## src/rtl/adc_capture_bank.sv

```systemverilog
// Multi-channel serial ADC capture bank: steers a shared serial bit line into
// per-channel shift registers, latches completed words and flags frame completion.
module adc_capture_bank #(
  parameter int NUM_CH    = 8,
  parameter int BITS      = 10,
  parameter int MSB_FIRST = 1
) (
  input  logic                     clk,
  input  logic                     reset,
  input  logic                     start,
  input  logic [NUM_CH-1:0]        arm_mask,
  input  logic                     bit_in,
  input  logic [NUM_CH-1:0]        ch_sel,
  output logic [NUM_CH*BITS-1:0]   out_data,
  output logic [NUM_CH-1:0]        ch_done,
  output logic                     frame_valid,
  output logic                     busy,
  output logic                     sel_err
);

  localparam int CNT_W = $clog2(BITS + 1);
  localparam logic [CNT_W-1:0]  CNT_LAST = CNT_W'(BITS - 1);
  localparam logic [NUM_CH-1:0] SEL_ONE  = NUM_CH'(1);

  typedef enum logic {IDLE, CAPTURE} state_t;

  state_t            state, state_nxt;
  logic [NUM_CH-1:0] armed;
  logic [BITS-1:0]   shreg [NUM_CH];
  logic [CNT_W-1:0]  cnt   [NUM_CH];

  logic              arm_req;
  logic              capturing;
  logic              sel_any;
  logic              sel_onehot;
  logic              sel_multi;
  logic [NUM_CH-1:0] shift_vec;
  logic [NUM_CH-1:0] newly_done;
  logic              frame_done;

  function automatic logic [BITS-1:0] shift_in(input logic [BITS-1:0] s,
                                               input logic b);
    if (MSB_FIRST != 0) shift_in = {s[BITS-2:0], b};
    else                shift_in = {b, s[BITS-1:1]};
  endfunction

  always_ff @(posedge clk) begin
    if (reset) state <= IDLE;
    else       state <= state_nxt;
  end

  always_comb begin
    state_nxt = state;
    case (state)
      IDLE:    if (arm_req) state_nxt = CAPTURE;
      CAPTURE: if (arm_req)         state_nxt = CAPTURE;
               else if (frame_done) state_nxt = IDLE;
      default: state_nxt = IDLE;
    endcase
  end

  // A re-arm request outranks any shift decoded in the same cycle.
  always_comb begin
    busy       = (state == CAPTURE);
    arm_req    = start && (arm_mask != '0);
    capturing  = busy && !arm_req;
    sel_any    = (ch_sel != '0);
    sel_onehot = sel_any && ((ch_sel & (ch_sel - SEL_ONE)) == '0);
    sel_multi  = capturing && sel_any && !sel_onehot;
    shift_vec  = (capturing && sel_onehot) ? (ch_sel & armed & ~ch_done) : '0;
    for (int i = 0; i < NUM_CH; i++)
      newly_done[i] = shift_vec[i] && (cnt[i] == CNT_LAST);
    frame_done = capturing && (((ch_done | newly_done) & armed) == armed);
  end

  always_ff @(posedge clk) begin
    if (reset) begin
      armed       <= '0;
      ch_done     <= '0;
      frame_valid <= 1'b0;
      sel_err     <= 1'b0;
      out_data    <= '0;
      for (int i = 0; i < NUM_CH; i++) begin
        shreg[i] <= '0;
        cnt[i]   <= '0;
      end
    end else if (arm_req) begin
      armed       <= arm_mask;
      ch_done     <= '0;
      frame_valid <= 1'b0;
      sel_err     <= 1'b0;
      for (int i = 0; i < NUM_CH; i++) begin
        shreg[i] <= '0;
        cnt[i]   <= '0;
      end
    end else begin
      frame_valid <= frame_done;
      if (sel_multi) sel_err <= 1'b1;
      ch_done <= ch_done | newly_done;
      for (int i = 0; i < NUM_CH; i++) begin
        if (shift_vec[i]) begin
          shreg[i] <= shift_in(shreg[i], bit_in);
          cnt[i]   <= cnt[i] + 1'b1;
          if (newly_done[i])
            out_data[i*BITS +: BITS] <= shift_in(shreg[i], bit_in);
        end
      end
    end
  end

endmodule

```

## config.mk

```make
export PLATFORM = sky130hd
export DESIGN_NAME = adc_capture_bank
export DESIGN_NICKNAME = d
export VERILOG_FILES = /design/src/rtl/adc_capture_bank.sv
export SDC_FILE = /design/constraint.sdc
export NUM_CORES = 1
export LEC_CHECK = 0
export ABC_CLOCK_PERIOD_IN_PS = 3550
export CORE_MARGIN = 2
export CORE_UTILIZATION = 55
export CTS_CLUSTER_DIAMETER = 120
export DETAILED_ROUTE_END_ITERATION = 10
export HOLD_SLACK_MARGIN = 0.06
export PLACE_DENSITY = 0.82
export REMOVE_ABC_BUFFERS = 1
export SYNTH_ARGS = -nofsm -noshare
export SYNTH_HDL_FRONTEND = slang
export SYNTH_SLANG_ARGS = --single-unit
```

## constraint.sdc

```tcl
create_clock -name clk -period 3.55 [get_ports clk]
set_clock_uncertainty 0.05 [all_clocks]
set_input_delay 0.71 -clock clk [delete_from_list [all_inputs] [get_ports clk]]
set_output_delay 0.71 -clock clk [all_outputs]
set_load 0.005 [all_outputs]
```

==> results of run 1 <==
[how the worst min path moves through the flow]
stage	start	end	slack (ps)	cells past startpoint
after floorplan	armed[0]	armed[0]	380	2
after global placement	armed[4]	armed[4]	390	2
after detailed placement	armed[4]	armed[4]	400	2
after CTS	armed[5]	armed[5]	410	2
after global routing	armed[5]	armed[5]	430	2
final	armed[5]	armed[5]	410	2
[layout make-up]
class	count	area [sq um]	share of cell area [%]
Clock buffer	28	626	5.68
Inverter	8	30.0	0.273
Sequential cell	203	4970	45.1
Tap cell	216	270	2.45
Clock inverter	12	83.8	0.761
Multi-Input combinational cell	514	3750	34.0
Timing Repair Buffer	135	1290	11.7
[power groups by stage]
stage                     clock network [uW]  logic [uW]  registers, uW
after floorplan                            0         131           2560
final                                   2220         246           2520
after CTS                               2260         245           2520
after global routing                    2340         268           2530
after global placement                     0         233           2570
after detailed placement                   0         243           2570
[synth_stat cells (2+ instances only)]
cell type  count  area [sq um]
ha_1          16           200
mux2i_1       90           901
a21oi_1        9          45.0
buf_4          3          22.5
nor4_4        12           255
a22oi_1        4          30.0
nand2b_1     136           851
nand3b_1       8          60.1
dfxtp_1      112          2240
a211oi_1       4          30.0
inv_1          8          30.0
o21a_1         8          60.1
edfxtp_1      91          2730
nand4b_1       9          78.8
buf_6         10           113
nor4_1         3          18.8
nand4_1        3          18.8
nand2_1       28           105
o21ai_0        8          40.0
nor4_2         4          50.1
or4_1          2          15.0
and2_1        56           350
o21ai_1        2          10.0
clkbuf_1      24          90.1
xnor2_1        9          78.8
nor2_1        62           233
or3_1          3          18.8
buf_2          2          10.0
or4_4          7          78.8
nor2b_1        9          56.3
nand3_1        7          35.0
xor2_1         7          61.3
[flip-flops by register name (all words and copies together) (netlist names)]
signal,flops
armed,8
out_data,80
ch_done,8
busy,1
shreg,72
cnt,32
frame_valid,1
sel_err,1
[critical path: stages]
cell and delay (ps):
clkdlybuf4s50_1 420, or4_1 600, o21a_1 290, nor2_1 190, nand2b_1 300, o21ai_1 230
buf_4 240
[cells by family after synthesis]
kind of cell,count (synthesis),synth area share [%]
adders and majority gates,16,2.23
AOI/OAI and AO/OA,38,2.70
muxes,90,10.0
xor gates and xnor gates,16,1.56
DFF,203,55.3
buffers and inverters,48,2.99
and+or+nand+nor,354,25.2
[per-stage QoR]
stage	total power [uW]	utilization (%)	cells	setup WS, ps	TNS (ps)
5_1_grt	5140	69.1	1116	559	0
3_5_place_dp	2820	64.7	1076	237	0
6_report	4990	69.1	1116	696	0
2_1_floorplan	2690	-	725	-174	-9330
4_1_cts	5030	69.1	1116	757	0
3_3_place_gp	2800	64.7	1076	258	0
[metal layers]
layer | vias up | wire length, microns
li1 | 2863 | -
met1 | 2862 | 8000
met2 | 168 | 9050
met3 | 39 | 992
met4 | 2 | 418
met5 | - | 11
==> run summary, run 1 <==
Required time of the critical path = 3690 ps
Worst hold slack = 406 ps
Post-CTS resize count = 0
Sequential area share after synthesis = 55.3%
Row cnt = 46
Post-synthesis register bit count = 203
Max IR drop VDD = 0.000285 V
Arrival time reported for the critical path endpoint = 3000 ps
Yosys Warn Count = 0
GR Layer Usage met1 = 27.7%
Detail-routed via count per cell = 5.32
Transition time at the pin with the least slew margin = 542 ps
Sequential share of power = 50.6%
M3 GR Usage = 4.19%
Max-slew headroom at the worst pin = 63.6%
Clock power frac = 44.5%
Maximum fanout along the worst path = 13
Clock Sink Count = 203
Buffers inserted during post-CTS setup optimization = 0
Crit path launch = arm_mask[0]
Number of input and output port buffers inserted = 110
Total die area = 17400 sq um
Post-synthesis async set-or-reset flop share = 0%
Effective utilization at floorplan = 56.4%
Nets@finish = 920
Placement-stage cell area = 10300 sq um
Hold violation count in the final report = 0
Synth-to-Final Area Change = 22.6%
Count of cell types in the netlist = 41
Top Ports = 111
Mean area per synthesized cell = 11.8 sq um
Count of unresolved DRC violations after routing = 0
Number of nets still failing antenna checks after routing = 0
# Max-Cap Violations = 0
Static leakage = 0.00390 uW
Most crowded layer after global routing = met2
Kind of end point of the critical path = flop
Post-synthesis cell count = 765
Number of synthesized flops with an enable pin = 91
Total of fill cells in the finished design = 1165
Setup repair after global routing missed its margin = false
H-Tree Depth = 1
Most common cell after layout, fill and taps aside = nand2b_1
Clock tree from TritonCTS = built
Startpoint type of the worst setup path = input pin
Detailed-route wire length per cell = 16.6 microns
Final min period = 2850 ps
Inserted Diodes = 0
Design area = 11000 sq um
Maximum number of pins on one net before global-route repair = 78
TritonCTS buffer count = 22
Register-to-register path setup slack = 1430 ps
Logic gate share of total power = 4.9%
Detailed Route Iter0 Violations = 355
Grt total ovfl = 0
Final worst-path cycle share = 80.4%
Min-Delay Path Class = reg -> reg
HPWL after DPL = 12.6 mm
GR met2 Demand/Resource = 36.6%
Vias in the first global route = 6199
Total via count in the routed design = 5934
Core footprint = 15900 sq um
Wire length reported by the detailed router = 18.5 mm
RePlAce Congestion = 0.887
Share of post-route cells with drive strength above 1 = 9.89%
Clock Tree Buf Depth = 3
Switching part of the total power = 21.7%
GRT Util Overall = 21.5%
Reg2reg start = busy
Category of the most critical setup path = in -> reg
Clock slew at reported path FFs = 60 ps
Worst Reg-to-Reg Cells = 6
Global-route wire length before repair = 30.9 mm
Cell internal pwr = 3910 uW
Net switching power of the design = 1080 uW
Top library cells by usage in the layout, fill and taps aside = 136 x nand2b_1, 112 x dfxtp_1, 109 x clkdlybuf4s50_1, 91 x edfxtp_1, 90 x mux2i_1
Last element of the critical path = shreg[1][18]
Post-synth design cell area = 8990 sq um
Total iterations of the first detailed-routing run = 5
Die outline height = 132 microns
Clock Latency Late Sink = 500 ps
Most used flip-flop cell after synthesis = dfxtp_1
Max Freq = 0.350 GHz
Quantity of hold-fixing buffers added after cts = 0
Terminus of the critical flop-to-flop path = out_data[50]
Areal power density over the cells = 453 nW/um^2
Run status = finished clean
Number of setup violations in the final report = 0
Final Max Tran Viols = 0
Width of the chip = 132 microns
Master cell of the clock root buffer = clkbuf_16
Antenna violations before repair = 1
Note: power is estimated with default switching activity, not from simulation.
==> run 2, diff against run 1 <==
- ABC_CLOCK_PERIOD_IN_PS: 3550 -> 2500
- CORE_UTILIZATION: 55 -> 50
- PLACE_DENSITY: 0.82 -> 0.79
- clock period: 3.55 -> 2.5 ns (I/O delays scaled with it)
==> run 2 against run 1 <==
Compared with the run above:
- global-route usage shrank 2.8 points
- critical path type unchanged
- first-iteration DRC count is the same
- sequential share of layout area shrank 1.9 points
- critical endpoint is now shreg[0][36]
- largest power group unchanged
- routed wire length shrank 1.9%
- sequential power grew 42%
- largest cell class unchanged
- non-clock buffer count grew 38
- setup slack lost 620 ps
- hold slack lost 13 ps
==> run summary, run 2 (synthesized netlist as in run 1, its figures left out) <==
Row cnt = 49
Terminus of the critical flop-to-flop path = out_data[61]
Design area = 11500 sq um
Master cell of the clock root buffer = clkbuf_16
Share of post-route cells with drive strength above 1 = 13.9%
Reg2reg start = busy
Maximum fanout along the worst path = 8
Clock Tree Buf Depth = 3
Number of input and output port buffers inserted = 110
HPWL after DPL = 12.4 mm
Total die area = 19100 sq um
Top library cells by usage in the layout, fill and taps aside = 136 x nand2b_1, 112 x dfxtp_1, 108 x clkdlybuf4s50_1, 91 x edfxtp_1, 90 x mux2i_1
Antenna violations before repair = 1
Core footprint = 17800 sq um
Placement-stage cell area = 10700 sq um
Total iterations of the first detailed-routing run = 4
Min-Delay Startpoint = reset
Total via count in the routed design = 5919
Width of the chip = 138 microns
Final Max Tran Viols = 0
TritonCTS buffer count = 22
Areal power density over the cells = 635 nW/um^2
Final core utilization = 64.6%
Required time of the critical path = 2660 ps
Vias in the first global route = 5892
GRT Util Overall = 18.7%
Clock tree from TritonCTS = built
Setup TNS = 0 ps
Register-to-register path setup slack = 570 ps
Max-slew headroom at the worst pin = 69.1%
Grt total ovfl = 0
Final min period = 2420 ps
Hold violation count in the final report = 0
H-Tree Depth = 1
Transition time at the pin with the least slew margin = 464 ps
Register with the most flip-flops = out_data
Static leakage = 0.00413 uW
Max IR drop VDD = 0.000392 V
Global-route wire length before repair = 29.8 mm
Category of the most critical setup path = in -> reg
Startpoint type of the worst setup path = input pin
Largest registers in the final layout = out_data: 80 flops, shreg: 72 flops, cnt: 32 flops
Synth-to-Final Area Change = 27.8%
Top Ports = 111
Wire length reported by the detailed router = 18.1 mm
Count of unresolved DRC violations after routing = 0
Run status = finished clean
Final worst-path cycle share = 96.8%
Detail-routed via count per cell = 5.07
Detailed-route wire length per cell = 15.5 microns
Most common cell after layout, fill and taps aside = nand2b_1
# Max-Cap Violations = 0
RePlAce Congestion = 0.769
Number of nets still failing antenna checks after routing = 0
Number of flip-flops under the largest register name = 80
Destination of the worst hold path = out_data[3]
Arrival time reported for the critical path endpoint = 2580 ps
Min-Delay Path Class = in -> reg
Detailed Route Iter0 Violations = 355
Kind of end point of the critical path = flop
Max Freq = 0.413 GHz
Clock slew at reported path FFs = 60 ps
Setup repair after global routing missed its margin = false
Effective utilization at floorplan = 50.6%
Buffers inserted during post-CTS setup optimization = 0
Nets@finish = 958
Number of setup violations in the final report = 0
Clock Latency Late Sink = 500 ps
Maximum number of pins on one net before global-route repair = 50
Die outline height = 138 microns
Worst Reg-to-Reg Cells = 6
Cell depth of the worst min-delay path = 2
Clock Sink Count = 203
==> run 2: changes by cell type in the layout (fill, tap and decap cells not counted), moves of 2 or more <==
cell        previous run  this run
bufinv_16              1         3
o21ai_2                0         2
buf_12                 0         7
o21ai_1                9         7
clkinv_2               8         3
clkinv_1               2         4
buf_6                  0         5
clkinvlp_4             0         2
or4_1                  2         0
buf_4                 26        51
or4_4                  7         9
==> run 2: metrics by stage <==
step                worst slack [ps]  power, uW  cells  hold slack (ps)
floorplan                      -1010       3830    725              376
global placement                -464       4020   1125              391
detailed placement              -499       4030   1125              397
CTS                             13.0       7350   1165              387
global route                    13.9       7540   1167              409
finish                          80.1       7290   1168              393
==> run 2: worst max-delay path: stages <==
cell             delay [ps]
clkdlybuf4s50_1         440
or4_4                   570
o21a_1                  230
nor2_1                  150
nand2b_1                100
buf_4                   180
o21ai_1                 200
buf_4                   200
==> run 2: layout make-up <==
class	instances	area, sq um
antenna	1	2.50
clock buffer	28	604
clock inverter	12	135
fill	1363	6290
inverter	8	30.0
multi-input combinational	514	3780
sequential	203	4970
tap	229	287
timing repair buffer	173	1680
==> run 2: how the worst max path moves through the flow <==
stage | from | endpoint | slack, ps
4_1_cts | arm_mask[4] | out_data[61] | 10
3_5_place_dp | arm_mask[4] | out_data[61] | -500
6_report | arm_mask[5] | shreg[0][36] | 80
5_1_grt | arm_mask[1] | shreg[0][36] | 10
2_1_floorplan | arm_mask[4] | out_data[30] | -1010
3_3_place_gp | arm_mask[5] | out_data[5] | -460
==> run 2: power breakdown <==
part / internal (uW) / switching, uW
Clock: 2020 / 1300
Combinational: 177 / 214
Sequential: 3530 / 47.8
==> run 2: metal layers <==
| layer | GRT usage, % | part of all wire (%) |
|---|---|---|
| met4 | 5.37 | 2.0 |
| met5 | 0 | 0 |
| met2 | 30.0 | 47 |
| met3 | 4.68 | 6.1 |
| met1 | 25.4 | 45 |
==> run 2: what timing repair did <==
action / 4_1_cts / 5_1_grt
endpoints found under the setup margin: 0 / 151
endpoints found under the hold margin: 0 / 0
gates resized for setup: 0 / 17
hold buffers: 0 / 0
